**config.mk**
```make
export PLATFORM = sky130hd
export DESIGN_NAME = seq_shifter
export DESIGN_NICKNAME = d
export VERILOG_FILES = /design/src/rtl/seq_shifter.sv
export SDC_FILE = /design/constraint.sdc
export NUM_CORES = 1
export LEC_CHECK = 0
export BUFFER_PORTS_ARGS = -buffer_cell sky130_fd_sc_hd__buf_2
export CORE_MARGIN = 1.5
export CORE_UTILIZATION = 35
export CTS_CLUSTER_DIAMETER = 150
export DETAILED_ROUTE_END_ITERATION = 8
export PLACE_DENSITY = 0.64
export SETUP_SLACK_MARGIN = 0.2
export SYNTH_ARGS = -nofsm -noshare
export SYNTH_HDL_FRONTEND = slang
export SYNTH_SLANG_ARGS = --single-unit
```
**constraint.sdc**
```tcl
create_clock -name CLK -period 4.79 [get_ports CLK]
set_input_delay 0.2395 -clock CLK [delete_from_list [all_inputs] [get_ports CLK]]
set_output_delay 0.2395 -clock CLK [all_outputs]
set_load 0.01 [all_outputs]
```
**src/rtl/seq_shifter.sv**
```systemverilog
// Iterative shift unit: SRL / SLL / ROR by a variable distance, one bit per clock,
// under a start/busy/done handshake. Result only updates on the edge entering DONE.
module seq_shifter #(
  parameter int WIDTH = 32,
  parameter int AW    = $clog2(WIDTH)
) (
  input  logic             CLK,
  input  logic             RST_N,
  input  logic             Start,
  input  logic [1:0]       SET,
  input  logic [AW-1:0]    Amount,
  input  logic [WIDTH-1:0] Data_in,
  output logic             Busy,
  output logic             Done,
  output logic [WIDTH-1:0] Result
);

  typedef enum logic [1:0] {IDLE, SHIFT, DONE} state_t;

  typedef struct packed {
    logic [1:0]       op;
    logic [AW-1:0]    cnt;
    logic [WIDTH-1:0] w;
  } work_t;

  state_t           state, state_nxt;
  work_t            work;
  logic             accept, bypass, last;
  logic [WIDTH-1:0] shifted;

  // DONE accepts like IDLE so back-to-back requests skip the idle cycle
  assign accept = (state != SHIFT) && Start;
  assign bypass = (SET == 2'b00) || (Amount == '0);
  assign last   = (work.cnt == AW'(1));

  always_comb begin
    shifted = work.w;
    case (work.op)
      2'b01:   shifted = {1'b0, work.w[WIDTH-1:1]};
      2'b10:   shifted = {work.w[WIDTH-2:0], 1'b0};
      2'b11:   shifted = {work.w[0], work.w[WIDTH-1:1]};
      default: shifted = work.w;
    endcase
  end

  always_comb begin
    state_nxt = state;
    case (state)
      IDLE, DONE: state_nxt = !Start ? IDLE : (bypass ? DONE : SHIFT);
      SHIFT:      state_nxt = last ? DONE : SHIFT;
      default:    state_nxt = IDLE;
    endcase
  end

  always_ff @(posedge CLK or negedge RST_N) begin
    if (!RST_N) state <= IDLE;
    else        state <= state_nxt;
  end

  always_ff @(posedge CLK or negedge RST_N) begin
    if (!RST_N) begin
      work   <= '0;
      Result <= '0;
    end else if (accept) begin
      work.w   <= Data_in;
      work.cnt <= Amount;
      work.op  <= SET;
      if (bypass) Result <= Data_in;
    end else if (state == SHIFT) begin
      work.w   <= shifted;
      work.cnt <= work.cnt - AW'(1);
      if (last) Result <= shifted;
    end
  end

  assign Busy = (state == SHIFT);
  assign Done = (state == DONE);

endmodule
```
# Yosys cells after proc, flatten, opt, wreduce, memory -nomap -nowiden
# Cells that the tools add are included.
# op_classes
eq_ne,8
addsub,1
reduce_logical,9
n_mux,11
# op_table
op,count
32-bit two-way mux,4
32-bit case mux with 3 select lines,1
37-bit two-way mux,2
2-bit equality test (second input constant),3
2-bit two-way mux,3
5-bit by 1-bit equality test with 1-bit output (second input constant),1
5-bit logical NOT,1
5-bit by 1-bit subtractor with 5-bit output (second input constant),1
2-bit by 1-bit equality test with 1-bit output (second input constant),2
2-bit logical NOT,2
2-bit by 1-bit inequality test with 1-bit output (second input constant),2
2-bit case mux with 2 select lines,1
2-bit nonzero test,2
3-bit AND reduction,1
2-bit OR reduction,1
1-bit logical AND,1
1-bit logical OR,1
# totals
ff_bits,73
output_inout_bits,34

# Depth between registers and ports, before layout
# depth
word_depth,5
depth_mapped,8
ltp_nobuf,5

# Least setup slack after synthesis
# No wires, ideal clock.
# synth_timing
path_kind,flip-flop to flip-flop
from,reg state[1]
to,reg Result[10]
setup_slack_ns,3.014
stages_incl_launch_ff,9
synth_period_minus_slack_ns,1.776
t_arrival_ns,1.651
n_path_buf,3
setup_ns,0.125
path_cell_list,dfrtp_1 > nand2b_1 > buf_2 > inv_4 > nor2_1 > buf_2 > a22oi_4 > buf_6 > mux2_4
# synth_lines
element,line,source
from (decl),26,"state_t state, state_nxt;"
from (signal assigned),57,else state <= state_nxt;
2-bit by 1-bit equality test with 1-bit output,n/a,
net Busy,13,"output logic Busy,"
2-bit nonzero test (no source line),n/a,
3-bit AND reduction (no source line),n/a,
to (signal assigned),68,if (bypass) Result <= Data_in;
to (signal assigned),72,if (last) Result <= shifted;
to (decl),15,output logic [WIDTH-1:0] Result
# The timed path passes the listed nets, and every way through them passes these cells.
# A chain may end at the register's enable or synchronous reset.

# Worst setup path after layout
# layout_timing
from,reg state[1]
to,reg Result[30]
# layout_via
elab_chain_cells,4
# layout_rtl
element,line,source
2-bit by 1-bit inequality test with 1-bit output,32,assign accept = (state != SHIFT) && Start;
1-bit logical AND,32,
2-bit by 1-bit inequality test with 1-bit output (no source line) or 2-bit nonzero test (tied branches),n/a,
3-bit AND reduction (no source line),n/a,
# Several ways; a longest one is shown, not always the timed one.

==> results.cfg <==
[power_and_ir_drop]
ir_drop_mv = 0.298
swShare_pct = 36.8
combPwrFrac_pct = 48.6
power_density_nw_per_um2 = 731
p_seq_share_pct = 34.6
switchingPower_mw = 1.29
power_leakage_nw = 2.31
finalPower_mw = 3.52
intPower_mw = 2.22
p_clk_share_pct = 16.8

[critical_path]
cp_cell_sequence = nand2b_2, inv_4, nor2_2, buf_4, a22oi_4, buf_4, mux2_2
path_delay_family = buffers and inverters
r2r_slack_ns = 1.63
worst_setup_path_end_kind = register
cp_common_cell = buf_4
r2r-end = Result[30]$_DFFE_PN0P_
slowest_delay_ns = 0.65
slowest_stage = a22oi_4
critical_path_class = reg2reg
timing.rr.start = state[1]$_DFF_PN0_
worst-path-buf-inv = 3
start_kind = register
cp.arrival_ns = 3.37
worstRegToRegCells = 7
worstPathRequired_ns = 5.00
path_max_fanout = 42

[synthesis]
synth-edff-count = 0
synthFlopType = dfrtp_1
synth_cells = 342
ys_seq_area_share_pct = 44.6
synth_async_sr_flop_share_pct = 100
synth_cell_types = 34
ys_ff_latch = 73
syn_area_sq_um = 4100
syn-num-nets = 386
ys_warn_count = 0
synth.avg_cell_area_sq_um = 12.0

[sta]
finalSetupTns_ns = 0
post-route-period-util_pct = 66.0
period_minus_slack_ns = 3.16
hold_viol = 0
fin_worst_skew_ns = 0.00472
setup_violations = 0
slew_violations = 0
rsz0062_at_grt = false
max_clock_freq_ghz = 0.316
tightest_slew_ns = 0.975
maxSlewHeadroom_pct = 35.0

[drt]
first_pass_iters = 4
drtAntennaViolNets = 0
drc = 0
wl_per_cell_um = 16.4
initialDrtViolationCount = 95
wl_mm = 9.03
vias_per_cell = 5.13
vias = 2827

[cells_and_area]
final_cell_mix = buf_2 (74), dfrtp_1 (72), mux2_2 (64)
drive_gt1_share_pct = 47.3
syn_to_final_growth_pct = 17.3
n_antenna_cell = 0
final-instance-count-excl-fill = 551
num-nets-final = 449
fillCellCount = 1135
fin_area_sq_um = 4810
finish.utilization_pct = 42.1
final_common_cell = buf_2

[clock_network]
cts_resized = 0
post_cts_buffers = 0
cts_tree = built
cts_buffer_depth = 2
cts.clk_slew.worst_paths_ns = 0.06
ctsHoldBuffers = 0
clockRootBuffer = clkbuf_16
htree_levels = 3
cts_sinks = 73
cts_buffers = 9
clk_latency_ns = 0.33

[placement]
placedCellCount = 537
dp_hpwl_mm = 5.87
port_buffers = 75
place_congestion = 0.734
place_area_sq_um = 4560

[floorplan]
initial_core_util_pct = 35.9
dieWidth_um = 111
ios = 76
dieHeight_um = 111
fp.coreArea_sq_um = 11400
rows = 39
dieArea_sq_um = 12400

[global_routing]
first_global_vias = 2884
grt_pass1_wl_mm = 15.2
antenna_found_initial = 0
overflow = 0
track_usage_pct = 15.3
grt_max_degree = 74

[status]
status = completed

[run]
maxCapViolCount = 0

[min_path]
holdCritPathClass = in2async
## worst max path at each step
stage                                  start                      to  slack [ns]  cells after the start
after global placement    state[1]$_DFF_PN0_  Result[29]$_DFFE_PN0P_        1.70                      7
after global routing      state[1]$_DFF_PN0_  Result[29]$_DFFE_PN0P_        1.41                      7
after detailed placement  state[1]$_DFF_PN0_  Result[29]$_DFFE_PN0P_        1.62                      7
after CTS                 state[1]$_DFF_PN0_  Result[30]$_DFFE_PN0P_        1.60                      7
final                     state[1]$_DFF_PN0_  Result[30]$_DFFE_PN0P_        1.63                      7
after floorplan           state[1]$_DFF_PN0_  Result[10]$_DFFE_PN0P_        3.01                      8
## power groups by stage
stage / clock (mW) / combinational (mW) / sequential, mW
floorplan: 0 / 1.37 / 1.17
global placement: 0 / 1.68 / 1.21
detailed placement: 0 / 1.72 / 1.22
CTS: 0.604 / 1.73 / 1.22
global route: 0.633 / 1.89 / 1.27
finish: 0.590 / 1.71 / 1.22
## stage by stage
step	hold slack [ns]	setup WS [ns]
2_1_floorplan	-0.0561	3.01
3_3_place_gp	0.438	1.70
3_5_place_dp	0.449	1.62
4_1_cts	0.0931	1.60
5_1_grt	0.145	1.41
6_report	0.0411	1.63
## cells by family (layout without fill, tap and decap cells)
group / count (synthesis) / after routing / synth area share, %
AND/OR/NAND/NOR: 60 / 60 / 7.33
buffers and inverters: 33 / 99 / 3.94
AO/OA/AOI/OAI: 51 / 51 / 8.03
adder cells (fa/ha/maj): 2 / 2 / 0.610
flip-flops: 73 / 73 / 44.6
multiplexers: 123 / 123 / 35.5
## layout make-up
type | count | area, sq um | share of cell area [%]
Timing Repair Buffer | 79 | 408 | 8.49
Sequential cell | 73 | 1830 | 38.0
Multi-Input combinational cell | 236 | 2120 | 44.0
Inverter | 6 | 25.0 | 0.521
Tap cell | 143 | 179 | 3.72
Clock inverter | 4 | 22.5 | 0.469
Clock buffer | 10 | 229 | 4.76
## registers in the layout, indices dropped and copies added, names as in the netlist
signal,flops
work,39
Result,32
state,2
## metal layers
layer / GRT usage (%) / vias up / part of all wire (%)
met4: 2.78 / 0 / 0.68
met2: 24.1 / 78 / 47
met1: 20.9 / 1372 / 46
met3: 4.76 / 6 / 5.8
met5: 0 / - / 0
li1: - / 1371 / -
## Yosys cell counts, types with 3 or more instances
library cell  count  area [sq um]
mux2_2           64           721
clkbuf_1         11          41.3
buf_2             9          45.0
mux2_4           29           435
nor2_1            8          30.0
dfrtp_1          73          1830
nand3_1          31           155
mux2i_1          30           300
inv_1             5          18.8
nor3_1            3          15.0
nand2_1          14          52.6
buf_1             3          11.3
buf_6             3          33.8
o21ai_0          35           175
Power figures use the tool's default switching activity.
